===== config.mk =====
export PLATFORM = sky130hd
export DESIGN_NAME = ps2_host_tx_flat
export DESIGN_NICKNAME = d
export VERILOG_FILES = /design/src/rtl/ps2_host_tx_if.sv /design/src/rtl/ps2_host_tx.sv /design/src/flat_wrapper.sv
export SDC_FILE = /design/constraint.sdc
export NUM_CORES = 1
export LEC_CHECK = 0
export CORE_MARGIN = 4
export CORE_UTILIZATION = 60
export CTS_CLUSTER_DIAMETER = 40
export DETAILED_ROUTE_END_ITERATION = 16
export PLACE_DENSITY = 0.84
export RECOVER_POWER = 50
export SYNTH_ARGS = -nofsm -noshare
export SYNTH_HDL_FRONTEND = slang
export SYNTH_SLANG_ARGS = --single-unit

===== constraint.sdc =====
create_clock -name clk -period 4.6 [get_ports clk]
set_input_delay 0.46 -clock clk [delete_from_list [all_inputs] [get_ports clk]]
set_output_delay 0.46 -clock clk [all_outputs]
set_load 0.05 [all_outputs]

===== src/rtl/ps2_host_tx_if.sv =====
// Command handshake between a byte source and the PS/2 host transmitter.
// The source offers tx_data with tx_valid; the transmitter reports status.
interface ps2_host_tx_if;
    logic       tx_valid;
    logic [7:0] tx_data;
    logic       tx_ready;
    logic       busy;
    logic       done;
    logic       err;

    modport master (
        output tx_valid,
        output tx_data,
        input  tx_ready,
        input  busy,
        input  done,
        input  err
    );

    modport slave (
        input  tx_valid,
        input  tx_data,
        output tx_ready,
        output busy,
        output done,
        output err
    );
endinterface


===== src/rtl/ps2_host_tx.sv =====
// Host-to-device PS/2 transmitter: inhibits the clock, requests to send,
// then shifts an odd-parity frame out on device clock falls and checks ack.
module ps2_host_tx #(
    parameter int INHIBIT_CYCLES = 10000,
    parameter int TIMEOUT_CYCLES = 2000000,
    parameter int FILTER_LEN     = 8
) (
    input  logic         clk,
    input  logic         rst,
    ps2_host_tx_if.slave tx,
    input  logic         ps2_clk_in,
    input  logic         ps2_data_in,
    output logic         ps2_clk_oe,
    output logic         ps2_data_oe
);
    localparam int IW = $clog2(INHIBIT_CYCLES + 1);
    localparam int FW = $clog2(FILTER_LEN + 1);
    localparam logic [IW-1:0] INH_LAST = IW'(INHIBIT_CYCLES - 1);
    localparam logic [20:0]   TMO_LAST = 21'(TIMEOUT_CYCLES - 1);
    localparam logic [FW-1:0] FLT_LAST = FW'(FILTER_LEN - 1);

    typedef enum logic [2:0] {
        IDLE,
        INHIBIT,
        REQ,
        SEND,
        ACK,
        WAIT_IDLE
    } state_t;

    logic [1:0]    clk_sync_q;
    logic [1:0]    data_sync_q;
    logic          clk_s;
    logic          data_s;
    logic          filt_q, filt_d;
    logic          fall_q, fall_d;
    logic [FW-1:0] fcnt_q, fcnt_d;

    state_t        state_q, state_d;
    logic [10:0]   frame_q, frame_d;
    logic [3:0]    bit_q, bit_d;
    logic [IW-1:0] inh_q, inh_d;
    logic [20:0]   tmo_q, tmo_d;
    logic          ack_q, ack_d;
    logic          samp_q, samp_d;

    logic          timed;
    logic          tmo_hit;
    logic          ready_o;
    logic          busy_o;
    logic          done_o;
    logic          err_o;
    logic          clk_oe_o;
    logic          data_oe_o;

    assign clk_s  = clk_sync_q[1];
    assign data_s = data_sync_q[1];

    // Two-flop synchronizers; the idle bus level is high.
    always_ff @(posedge clk or negedge rst) begin
        if (!rst) begin
            clk_sync_q  <= 2'b11;
            data_sync_q <= 2'b11;
        end else begin
            clk_sync_q  <= {clk_sync_q[0], ps2_clk_in};
            data_sync_q <= {data_sync_q[0], ps2_data_in};
        end
    end

    // Filtered clock flips only after FILTER_LEN agreeing samples.
    always_comb begin
        filt_d = filt_q;
        fcnt_d = '0;
        fall_d = 1'b0;
        if (clk_s != filt_q) begin
            if (fcnt_q == FLT_LAST) begin
                filt_d = clk_s;
                fall_d = ~clk_s;
            end else begin
                fcnt_d = fcnt_q + 1'b1;
            end
        end
    end

    // Glitch filter state and the registered fall strobe.
    always_ff @(posedge clk or negedge rst) begin
        if (!rst) begin
            filt_q <= 1'b1;
            fcnt_q <= '0;
            fall_q <= 1'b0;
        end else begin
            filt_q <= filt_d;
            fcnt_q <= fcnt_d;
            fall_q <= fall_d;
        end
    end

    // Next state, counters and Mealy outputs of the transfer sequencer.
    always_comb begin
        state_d   = state_q;
        frame_d   = frame_q;
        bit_d     = bit_q;
        inh_d     = inh_q;
        tmo_d     = tmo_q;
        ack_d     = ack_q;
        samp_d    = samp_q;
        ready_o   = 1'b0;
        busy_o    = 1'b1;
        done_o    = 1'b0;
        err_o     = 1'b0;
        clk_oe_o  = 1'b0;
        data_oe_o = 1'b0;
        timed     = (state_q == SEND) || (state_q == ACK) ||
                    (state_q == WAIT_IDLE);
        tmo_hit   = timed && !fall_q && (tmo_q == TMO_LAST);
        if (timed) begin
            tmo_d = fall_q ? '0 : tmo_q + 1'b1;
        end
        unique case (state_q)
            IDLE: begin
                ready_o = 1'b1;
                busy_o  = 1'b0;
                tmo_d   = '0;
                if (tx.tx_valid) begin
                    frame_d = {1'b1, ~^tx.tx_data, tx.tx_data, 1'b0};
                    inh_d   = '0;
                    state_d = INHIBIT;
                end
            end
            INHIBIT: begin
                clk_oe_o = 1'b1;
                if (inh_q == INH_LAST) begin
                    state_d = REQ;
                end else begin
                    inh_d = inh_q + 1'b1;
                end
            end
            REQ: begin
                clk_oe_o  = 1'b1;
                data_oe_o = 1'b1;
                bit_d     = '0;
                tmo_d     = '0;
                state_d   = SEND;
            end
            SEND: begin
                data_oe_o = ~frame_q[bit_q];
                if (fall_q) begin
                    if (bit_q == 4'd10) begin
                        samp_d  = data_s;
                        state_d = ACK;
                    end else begin
                        bit_d = bit_q + 1'b1;
                    end
                end
            end
            ACK: begin
                ack_d   = ~samp_q;
                err_o   = samp_q;
                state_d = WAIT_IDLE;
            end
            WAIT_IDLE: begin
                if (filt_q && data_s) begin
                    done_o  = ack_q;
                    state_d = IDLE;
                end
            end
            default: begin
                state_d = IDLE;
            end
        endcase
        if (tmo_hit) begin
            clk_oe_o  = 1'b0;
            data_oe_o = 1'b0;
            done_o    = 1'b0;
            err_o     = 1'b1;
            state_d   = IDLE;
        end
    end

    // Sequencer registers; reset returns straight to IDLE.
    always_ff @(posedge clk or negedge rst) begin
        if (!rst) begin
            state_q <= IDLE;
            frame_q <= '0;
            bit_q   <= '0;
            inh_q   <= '0;
            tmo_q   <= '0;
            ack_q   <= 1'b0;
            samp_q  <= 1'b1;
        end else begin
            state_q <= state_d;
            frame_q <= frame_d;
            bit_q   <= bit_d;
            inh_q   <= inh_d;
            tmo_q   <= tmo_d;
            ack_q   <= ack_d;
            samp_q  <= samp_d;
        end
    end

    assign tx.tx_ready = ready_o;
    assign tx.busy     = busy_o;
    assign tx.done     = done_o;
    assign tx.err      = err_o;
    assign ps2_clk_oe  = clk_oe_o;
    assign ps2_data_oe = data_oe_o;
endmodule


===== src/flat_wrapper.sv =====
// flat-port wrapper written by rule: the top's interface ports become plain ports
module ps2_host_tx_flat 
#(
    parameter int INHIBIT_CYCLES = 10000,
    parameter int TIMEOUT_CYCLES = 2000000,
    parameter int FILTER_LEN     = 8
)
  (clk, rst, ps2_clk_in, ps2_data_in, ps2_clk_oe, ps2_data_oe, tx_tx_valid, tx_tx_data, tx_tx_ready, tx_busy, tx_done, tx_err);
  ps2_host_tx_if tx_i ();
  input  logic clk;
  input  logic rst;
  input  logic ps2_clk_in;
  input  logic ps2_data_in;
  output logic ps2_clk_oe;
  output logic ps2_data_oe;
  input wire logic [$bits(tx_i.tx_valid)-1:0] tx_tx_valid;
  input wire logic [$bits(tx_i.tx_data)-1:0] tx_tx_data;
  output wire logic [$bits(tx_i.tx_ready)-1:0] tx_tx_ready;
  output wire logic [$bits(tx_i.busy)-1:0] tx_busy;
  output wire logic [$bits(tx_i.done)-1:0] tx_done;
  output wire logic [$bits(tx_i.err)-1:0] tx_err;
  assign tx_i.tx_valid = tx_tx_valid;
  assign tx_i.tx_data = tx_tx_data;
  assign tx_tx_ready = tx_i.tx_ready;
  assign tx_busy = tx_i.busy;
  assign tx_done = tx_i.done;
  assign tx_err = tx_i.err;
  ps2_host_tx #(.INHIBIT_CYCLES(INHIBIT_CYCLES), .TIMEOUT_CYCLES(TIMEOUT_CYCLES), .FILTER_LEN(FILTER_LEN)) u_core (.clk(clk), .rst(rst), .tx(tx_i), .ps2_clk_in(ps2_clk_in), .ps2_data_in(ps2_data_in), .ps2_clk_oe(ps2_clk_oe), .ps2_data_oe(ps2_data_oe));
endmodule

## Word-level counts from Yosys, hierarchy flattened

Index checks and enable logic that the tools add are counted.

| cells by class | value |
|---|---|
| add/sub/neg operators | 4 |
| multipliers | 0 |
| div/mod/pow operators | 0 |
| $lt $le $gt $ge | 1 |
| equal/unequal tests | 19 |
| shift operators | 0 |
| muxes and demuxes | 33 |
| bitwise logic cells | 3 |
| reduce and logical (&&, ||, !) cells | 19 |

Operator list:

| cell | number |
|---|---|
| $mux W21 | 3 |
| $mux W14 | 2 |
| $pmux W14 S2 | 1 |
| $add A21 B1 Y21 const B | 1 |
| $eq A21 B21 Y1 const B | 1 |
| $mux W3 | 6 |
| $pmux W3 S6 | 1 |
| $mux W4 | 4 |
| $add A14 B1 Y14 const B | 1 |
| $eq A14 B14 Y1 const B | 1 |
| $mux W1 | 13 |
| $ne A3 B2 Y1 const B | 3 |
| $reduce_and A3 Y1 | 3 |
| $add A4 B1 Y4 const B | 2 |
| $pmux W4 S2 | 1 |
| $reduce_xnor A8 Y1 | 1 |
| $eq A3 B2 Y1 const B | 2 |
| $eq A3 B3 Y1 const B | 2 |
| $ne A2 B2 Y1 const B | 3 |
| $ne A3 B1 Y1 const B | 2 |
| $reduce_bool A2 Y1 | 3 |
| $lt A4 B5 Y1 const B | 1 |
| $reduce_and A5 Y1 | 1 |
| $bmux W1 S4 | 1 |
| other kinds (13) | 20 |

| word-level totals | value |
|---|---|
| flip-flop bits (word level) | 64 |
| bits in latches | 0 |
| memory bits (writable) | 0 |
| bits in read-only memories | 0 |
| bits of input ports | 13 |
| output and inout bits | 6 |
| memories kept | 0 |

## Logic depth before layout (Yosys ltp)

Gate-level depths: netlist of the first run.

| depth | value |
|---|---|
| depth in word-level cells | 7 |
| gate-level depth with buffers | 8 |
| depth with buffers taken out | 6 |

## Worst setup path after synthesis of the first run

No wires, ideal clock.

| path | value |
|---|---|
| path kind | register -> output |
| start | register u_core.state_q[2] |
| end | output tx_done |
| arrival time | 2.603 ns |
| required time | 4.140 ns |
| slack | 1.537 ns |
| stages on the path, launching flop included | 7 |
| buffers on the path | 2 |
| cells stage by stage | dfrtp_1 > buf_2 > nand2b_1 > a21o_1 > buf_2 > nor4_1 > nor4_1 |

| between the ends | value |
|---|---|
| longest elaborated chain between the ends | 6 |
| elaborated cells between the ends (all ways) | 9 |
| classes of those cells | eq/ne: 3; mux: 2; reduce/logical: 4 |

Ends and longest elaborated chain:

| element | RTL line | source |
|---|---|---|
| start, declared | ps2_host_tx.sv:39 | `state_t state_q, state_d;` |
| start signal, assigned | ps2_host_tx.sv:191 | `state_q <= state_d;` |
| $eq A3 B2 Y1 or $eq A3 B3 Y1 (tied branches) | ps2_host_tx.sv:113 | `timed = (state_q == SEND) \|\| (state_q == ACK) \|\|` |
| $logic_or A1 B1 Y1 (2 in a row) | ps2_host_tx.sv:113 |  |
| $logic_and A1 B1 Y1 (2 in a row) | ps2_host_tx.sv:115 | `tmo_hit = timed && !fall_q && (tmo_q == TMO_LAST);` |
| $mux W1 (*) | ps2_host_tx.sv:171 | `if (tmo_hit) begin` |
| end, declared | flat_wrapper.sv:20 | `output wire logic [$bits(tx_i.done)-1:0] tx_done;` |

Mark *: on every way between the ends. The rest lies on a longest branch, timed or not.

## Final worst setup path of the first run

Ends and elaborated chain as after synthesis.

==> results of run 1 <==
## metal layers
layer,GRT usage,up-vias,share of wire
li1,-,1433,-
met1,0.290,1451,0.43
met2,0.390,100,0.50
met3,0.0573,13,0.048
met4,0.0921,0,0.016
met5,0,-,0
## worst max path at each step
stage	start	cells after the start	slack [ns]	to
detailed placement	u_core.state_q[2]	5	1.60	tx_done
finish	u_core.state_q[2]	5	1.16	tx_done
global route	rst	2	0.64	u_core.inh_q[8]
CTS	u_core.state_q[2]	5	1.15	tx_done
floorplan	u_core.state_q[2]	6	1.54	tx_done
global placement	u_core.state_q[2]	5	1.67	tx_done
## synthesized netlist by cell type, drive strengths merged, types with 2 or more instances
cell     n
a21oi   22
clkbuf   6
or3      7
nand2   62
ha       5
or4      4
nor3     3
nor4b    4
nor2    17
and3     6
o22ai    2
a22o     2
mux2i   11
inv      9
o311ai   5
dfrtp   58
and3b    2
o211ai   5
mux2     3
buf     15
nand3   26
nor3b    3
xnor2    9
nand3b   3
and2     3
nor2b    2
and4     9
nand2b   9
o21ai   23
a21o     2
a31oi    5
nand4   14
dfstp    6
xor2     3
nor4     4
o31ai    5
## power by group through the flow
stage	Sequential [uW]	Combinational [uW]	Clock, uW
after floorplan	801	519	0
after detailed placement	862	612	0
after CTS	852	619	559
after global placement	853	591	0
final	857	621	552
after global routing	883	696	588
## worst register-to-register path: stages, from the launching register on
cell      delay (ns)
dfrtp_1         0.50
or3_1           0.50
inv_1           0.12
nand2_1         0.43
o311ai_0        0.28
o31ai_1         0.13
## kinds of logic (layout without fill, tap and decap cells)
kind of cell	Yosys count	in the layout
simple gates	182	182
compound gates	77	77
flops	64	64
xor+xnor	12	12
mux	15	15
buf+inv	30	46
fa+ha+maj	5	5
## registers in the layout, indices dropped and copies added, names as in the netlist
register and flops:
u_core.state_q 3, u_core.data_sync_q 2, u_core.clk_sync_q 2, u_core.fall_q 1, u_core.tmo_q 21, u_core.inh_q 14, u_core.frame_q 10, u_core.ack_q 1
u_core.filt_q 1, u_core.samp_q 1, u_core.fcnt_q 4, u_core.bit_q 4
## layout make-up
| class | count | area (sq um) | share of cell area |
|---|---|---|---|
| multi-input combinational | 291 | 1790 | 0.452 |
| sequential | 64 | 1610 | 0.407 |
| clock buffer | 15 | 206 | 0.0523 |
| timing repair buffer | 21 | 194 | 0.0491 |
| tap | 72 | 90.1 | 0.0228 |
| inverter | 9 | 33.8 | 0.00856 |
| clock inverter | 1 | 30.0 | 0.00760 |
## metrics by stage
| stage | power, uW | instance area (sq um) | instances | util | hold slack (ns) |
|---|---|---|---|---|---|
| final | 2030 | 3950 | 473 | 0.704 | 0.355 |
| after global routing | 2170 | 3950 | 473 | 0.704 | 0.363 |
| after CTS | 2030 | 3950 | 473 | 0.705 | 0.323 |
| after detailed placement | 1470 | 3720 | 457 | 0.663 | 0.348 |
| after global placement | 1440 | 3720 | 457 | 0.663 | 0.345 |
| after floorplan | 1320 | 3540 | 385 | - | 0.164 |
==> flow_summary.yaml, run 1 <==
run_status:
  outcome: "complete, but fails checks"
  violations: "capacitance limit, slew limit"
synth:
  synth_top_family_by_area: "simple AND/OR/NAND/NOR gates"
  yosysSeqAreaShare: 0.454
  synth_largest_area_cell: "dfrtp_1"
  yosys.cell_types.count: 53
  synth-adder-area-share: 0.0177
  yosys_register_bits: 64
  yosys_warnings: 0
  synth_nets: 403
  synth_compound_area_frac: 0.135
  synth_edf_count: 0
  netlist_area_sq_um: 3540
  synthXorXnorAreaFrac: 0.0297
  synth_area_leaders: "dfrtp_1 41%, nand2_1 6.6%, dfstp_2 4.5%"
  async_reset_ff_frac: 1.00
  syn_avg_cell_area_sq_um: 9.20
  yosysTopAreaCellShare: 0.410
  synth-simple-area-share: 0.275
  synthCells: 385
  synthMuxAreaShare: 0.0470
  synth_top_flop_cell: "dfrtp_1"
routing:
  finalWirelength_mm: 7.82
  drc: 0
  ant_nets: 0
  dr.pass1.iters: 5
  drt_iter0_drc: 267
  wl_per_cell_microns: 16.5
  vias: 2997
  vias_per_cell: 6.34
critical_path:
  crit_required_ns: 4.14
  critical_path.slowest_cell: "clkdlybuf4s50_1"
  reg2reg_from: "u_core.state_q[2]"
  reg2reg_depth: 5
  crit_type: "flop to output pin"
  r2r_slack_ns: 2.50
  r2r-end: "u_core.inh_q[8]"
  slowest_delay_ns: 0.73
  arrival_ns: 2.98
  end_kind: "output pin"
  crit_family: "simple AND/OR/NAND/NOR gates"
  path_cells: "nand3b_1 > a21o_1 > nor4_1 > nor4_1 > clkdlybuf4s50_1"
  cpMostUsedCell: "nor4_1"
  cp_max_fo: 13
  crit_buf_inv: 1
  startpoint_type: "flop"
power_and_ir_drop:
  sw_frac_of_total: 0.362
  ir_worst_vdd_uv: 311
  p_switching_uw: 734
  pwr-share-seq: 0.422
  internal_power_uw: 1300
  leakagePower_uw: 0.00170
  clockPowerShare: 0.272
  p_comb_frac: 0.306
  power_density_nw_per_um2: 514
sta:
  fin_crit_sh: 0.748
  min_period_ns: 3.44
  slew_viol_final: 65
  maxSlewHeadroom: -1.23
  tightest_slew_ns: 3.34
  rsz0062_at_grt: "false"
  setup_ws_ns: 1.16
  hold_viol: 0
  finClkSkew_ns: 0.00634
  tns_ns: 0
  final-setup-viol-count: 0
  fmax_mhz: 291
global_route:
  antenna_found_initial: 0
  grt_first_pass_wirelength_mm: 13.5
  grt_pass1_vias: 2888
  grt_use_total: 0.233
  grt_max_degree: 65
  globalRouteOverflowTotal: 0
cts:
  numCtsBuffers: 9
  clk_pin_slew_ns: 0.07
  ctsHoldBuffers: 0
  cts_sinks: 64
  clk_latency_ns: 0.35
  cts_setup_buffers: 0
  clockBufferDepth: 2
  cts_resized: 0
  tritoncts: "built"
  clock-root-buffer: "clkbuf_8"
  htree_levels: 3
floorplanning:
  pin_count: 19
  initial_utilization: 0.631
  die_h_microns: 84.8
  row_count: 27
  dieArea_sq_um: 7190
  coreArea_sq_um: 5610
  die_w_microns: 84.8
place:
  place_ws_ns: 1.60
  numPortBuffers: 18
  gp_congestion: 0.855
  detailed_place_hpwl_mm: 5.23
hold_path:
  min_to: "u_core.data_sync_q[1]"
  hold_path_depth: 0
  hp-start: "u_core.data_sync_q[0]"
  hold_path_class: "flop to flop"
final_layout:
  final_common_cell: "nand2_1"
  fillCellCount: 424
  drive_gt1_frac: 0.0848
  final_net_count: 414
  syn_to_final_growth_pct: 11.5
  final_cell_mix: "62 x nand2_1, 58 x dfrtp_1, 26 x nand3_1"
  n_antenna_cell: 0
job:
  max_cap_viol_count: 1
No activity file was read; power rests on OpenSTA's default activity.
==> run 2: changes to the inputs <==
CORE_UTILIZATION = 54   (was 60)
PLACE_DENSITY = 0.8   (was 0.84)
clock period = 3.1 ns   (was 4.6 ns; I/O delays follow)
==> run 2 against run 1 <==
  * Largest power group unchanged
  * Highest routed layer unchanged
  * Clock power rose by 44%
  * Combinational power rose by 54%
  * Register-to-register slack worse by 1.5 ns
  * Worst hold slack got worse by 0.0024 ns
  * First-iteration DRC count decreased by 33%
  * Worst setup slack got worse by 1.0 ns
  * Sequential share of layout area decreased by 0.32 points
  * Clock skew is essentially flat
  * Sequential power up 48%
  * Global-route usage shrank 1.5 points
  * The flow still finishes with violations (capacitance limit, slew limit)
  * Core utilization down 7.7 points
  * Sequential cell count is the same
==> flow_summary.yaml, run 2 (synthesis results as in run 1) <==
critical_path:
  critical_path.slowest_cell: "clkdlybuf4s50_1"
  r2r-end: "u_core.inh_q[8]"
  crit_type: "flop to output pin"
  end_kind: "output pin"
  crit_required_ns: 2.79
  arrival_ns: 2.63
  cp_max_fo: 13
  path_cells: "nand3b_1 > a21o_1 > nor4_2 > nor4_1 > clkdlybuf4s50_1"
  reg2reg_depth: 5
  reg2reg_from: "u_core.state_q[2]"
  startpoint_type: "flop"
  slowest_delay_ns: 0.72
  r2r_slack_ns: 0.99
power_and_ir_drop:
  internal_power_uw: 1910
  sw_frac_of_total: 0.368
  leakagePower_uw: 0.00171
  power_density_nw_per_um2: 758
  ir_worst_vdd_uv: 527
  finalPower_uw: 3020
  p_switching_uw: 1110
  clockPowerShare: 0.263
  p_comb_frac: 0.317
  pwr-share-seq: 0.420
global_route:
  globalRouteOverflowTotal: 0
  grt_pass1_vias: 2867
  grt_max_degree: 39
  grt_first_pass_wirelength_mm: 13.4
  antenna_found_initial: 0
  grt_use_total: 0.218
sta:
  rsz0062_at_grt: "false"
  fmax_mhz: 340
  finClkSkew_ns: 0.00646
  whs_ns: 0.353
  final-setup-viol-count: 0
  min_period_ns: 2.94
  maxSlewHeadroom: -0.345
  tightest_slew_ns: 2.02
  tns_ns: 0
  fin_crit_sh: 0.949
  hold_viol: 0
  slew_viol_final: 39
cts:
  tritoncts: "built"
  clockBufferDepth: 2
  cts_sinks: 64
  clk_latency_ns: 0.34
  clk_pin_slew_ns: 0.07
  cts_setup_buffers: 0
  cts_resized: 0
  numCtsBuffers: 9
  clock-root-buffer: "clkbuf_8"
  ctsHoldBuffers: 0
  htree_levels: 3
floorplanning:
  dieArea_sq_um: 7920
  row_count: 29
  coreArea_sq_um: 6350
  pin_count: 19
  die_w_microns: 89.0
  die_h_microns: 89.0
  initial_utilization: 0.558
hold_path:
  hp-start: "u_core.data_sync_q[0]"
  hold_path_depth: 0
  min_to: "u_core.data_sync_q[1]"
  hold_path_class: "flop to flop"
routing:
  vias: 2958
  ant_nets: 0
  vias_per_cell: 6.14
  drc: 0
  wl_per_cell_microns: 16.1
  dr.pass1.iters: 4
  finalWirelength_mm: 7.78
  drt_iter0_drc: 180
final_layout:
  final_core_util: 0.627
  largest_reg_flops: 21
  n_antenna_cell: 0
  regMostFlops: "u_core.tmo_q"
  fin_area_sq_um: 3980
  seq_area_sq_um: 1610
  final_cell_mix: "62 x nand2_1, 58 x dfrtp_1, 26 x nand3_1"
  drive_gt1_frac: 0.0938
  final_net_count: 418
  final_common_cell: "nand2_1"
  fillCellCount: 526
  multi_input_area_sq_um: 1790
  reg_top3: "u_core.tmo_q: 21 flops, u_core.inh_q: 14 flops, u_core.frame_q: 10 flops"
  syn_to_final_growth_pct: 12.4
run_status:
  violations: "capacitance limit, slew limit"
  outcome: "complete, but fails checks"
place:
  gp_congestion: 0.824
  detailed_place_hpwl_mm: 5.35
  numPortBuffers: 18
  place_area_sq_um: 3760
job:
  max_cap_viol_count: 1
[run 2: cell count changes in the layout (fill, tap and decap cells not counted), sizes merged]
cell / delta
clkinvlp: +1
clkinv: +3
buf: +3
bufinv: +1
clkbuf: -3
clkdlybuf4s50: -1
[run 2: worst max-delay path: cells and delay by family (launching register included)]
kind	cells	cell delay (ns)
and+or+nand+nor	3	0.82
buffers and inverters	1	0.72
AOI/OAI and AO/OA	1	0.25
DFF	1	0.51
[run 2: how the worst max path moves through the flow]
stage / from / end / slack (ns) / cells after the start
after global placement: u_core.state_q[2] / tx_done / 0.44 / 5
after floorplan: u_core.state_q[2] / tx_done / 0.19 / 6
after detailed placement: u_core.state_q[2] / tx_done / 0.41 / 5
final: u_core.state_q[2] / tx_done / 0.16 / 5
after CTS: u_core.state_q[2] / tx_done / 0.02 / 5
after global routing: u_core.state_q[2] / tx_done / 0.04 / 5
[run 2: per-layer routing]
metal / GRT usage / routed length, microns / share of wire
met4: 0.0636 / 121 / 0.016
met2: 0.371 / 3950 / 0.51
met3: 0.0535 / 353 / 0.045
met5: 0 / 0 / 0
met1: 0.276 / 3360 / 0.43
[run 2: cell type report]
class	count	area share
Clock buffer	10	0.0346
Clock inverter	6	0.0207
Inverter	9	0.00849
Multi-Input combinational cell	291	0.450
Sequential cell	64	0.404
Tap cell	77	0.0242
Timing Repair Buffer	25	0.0575
[run 2: stage by stage]
step           setup WS, ns  std cells
5_1_grt              0.0386        482
3_5_place_dp          0.410        466
4_1_cts              0.0238        482
2_1_floorplan         0.187        385
6_report              0.157        482
3_3_place_gp          0.444        466
[run 2: power groups by stage]
stage	Sequential (uW)	Combinational (uW)	Clock [uW]
4_1_cts	1260	965	814
3_3_place_gp	1260	920	0
3_5_place_dp	1270	956	0
5_1_grt	1300	1080	853
6_report	1270	955	794
2_1_floorplan	1190	771	0
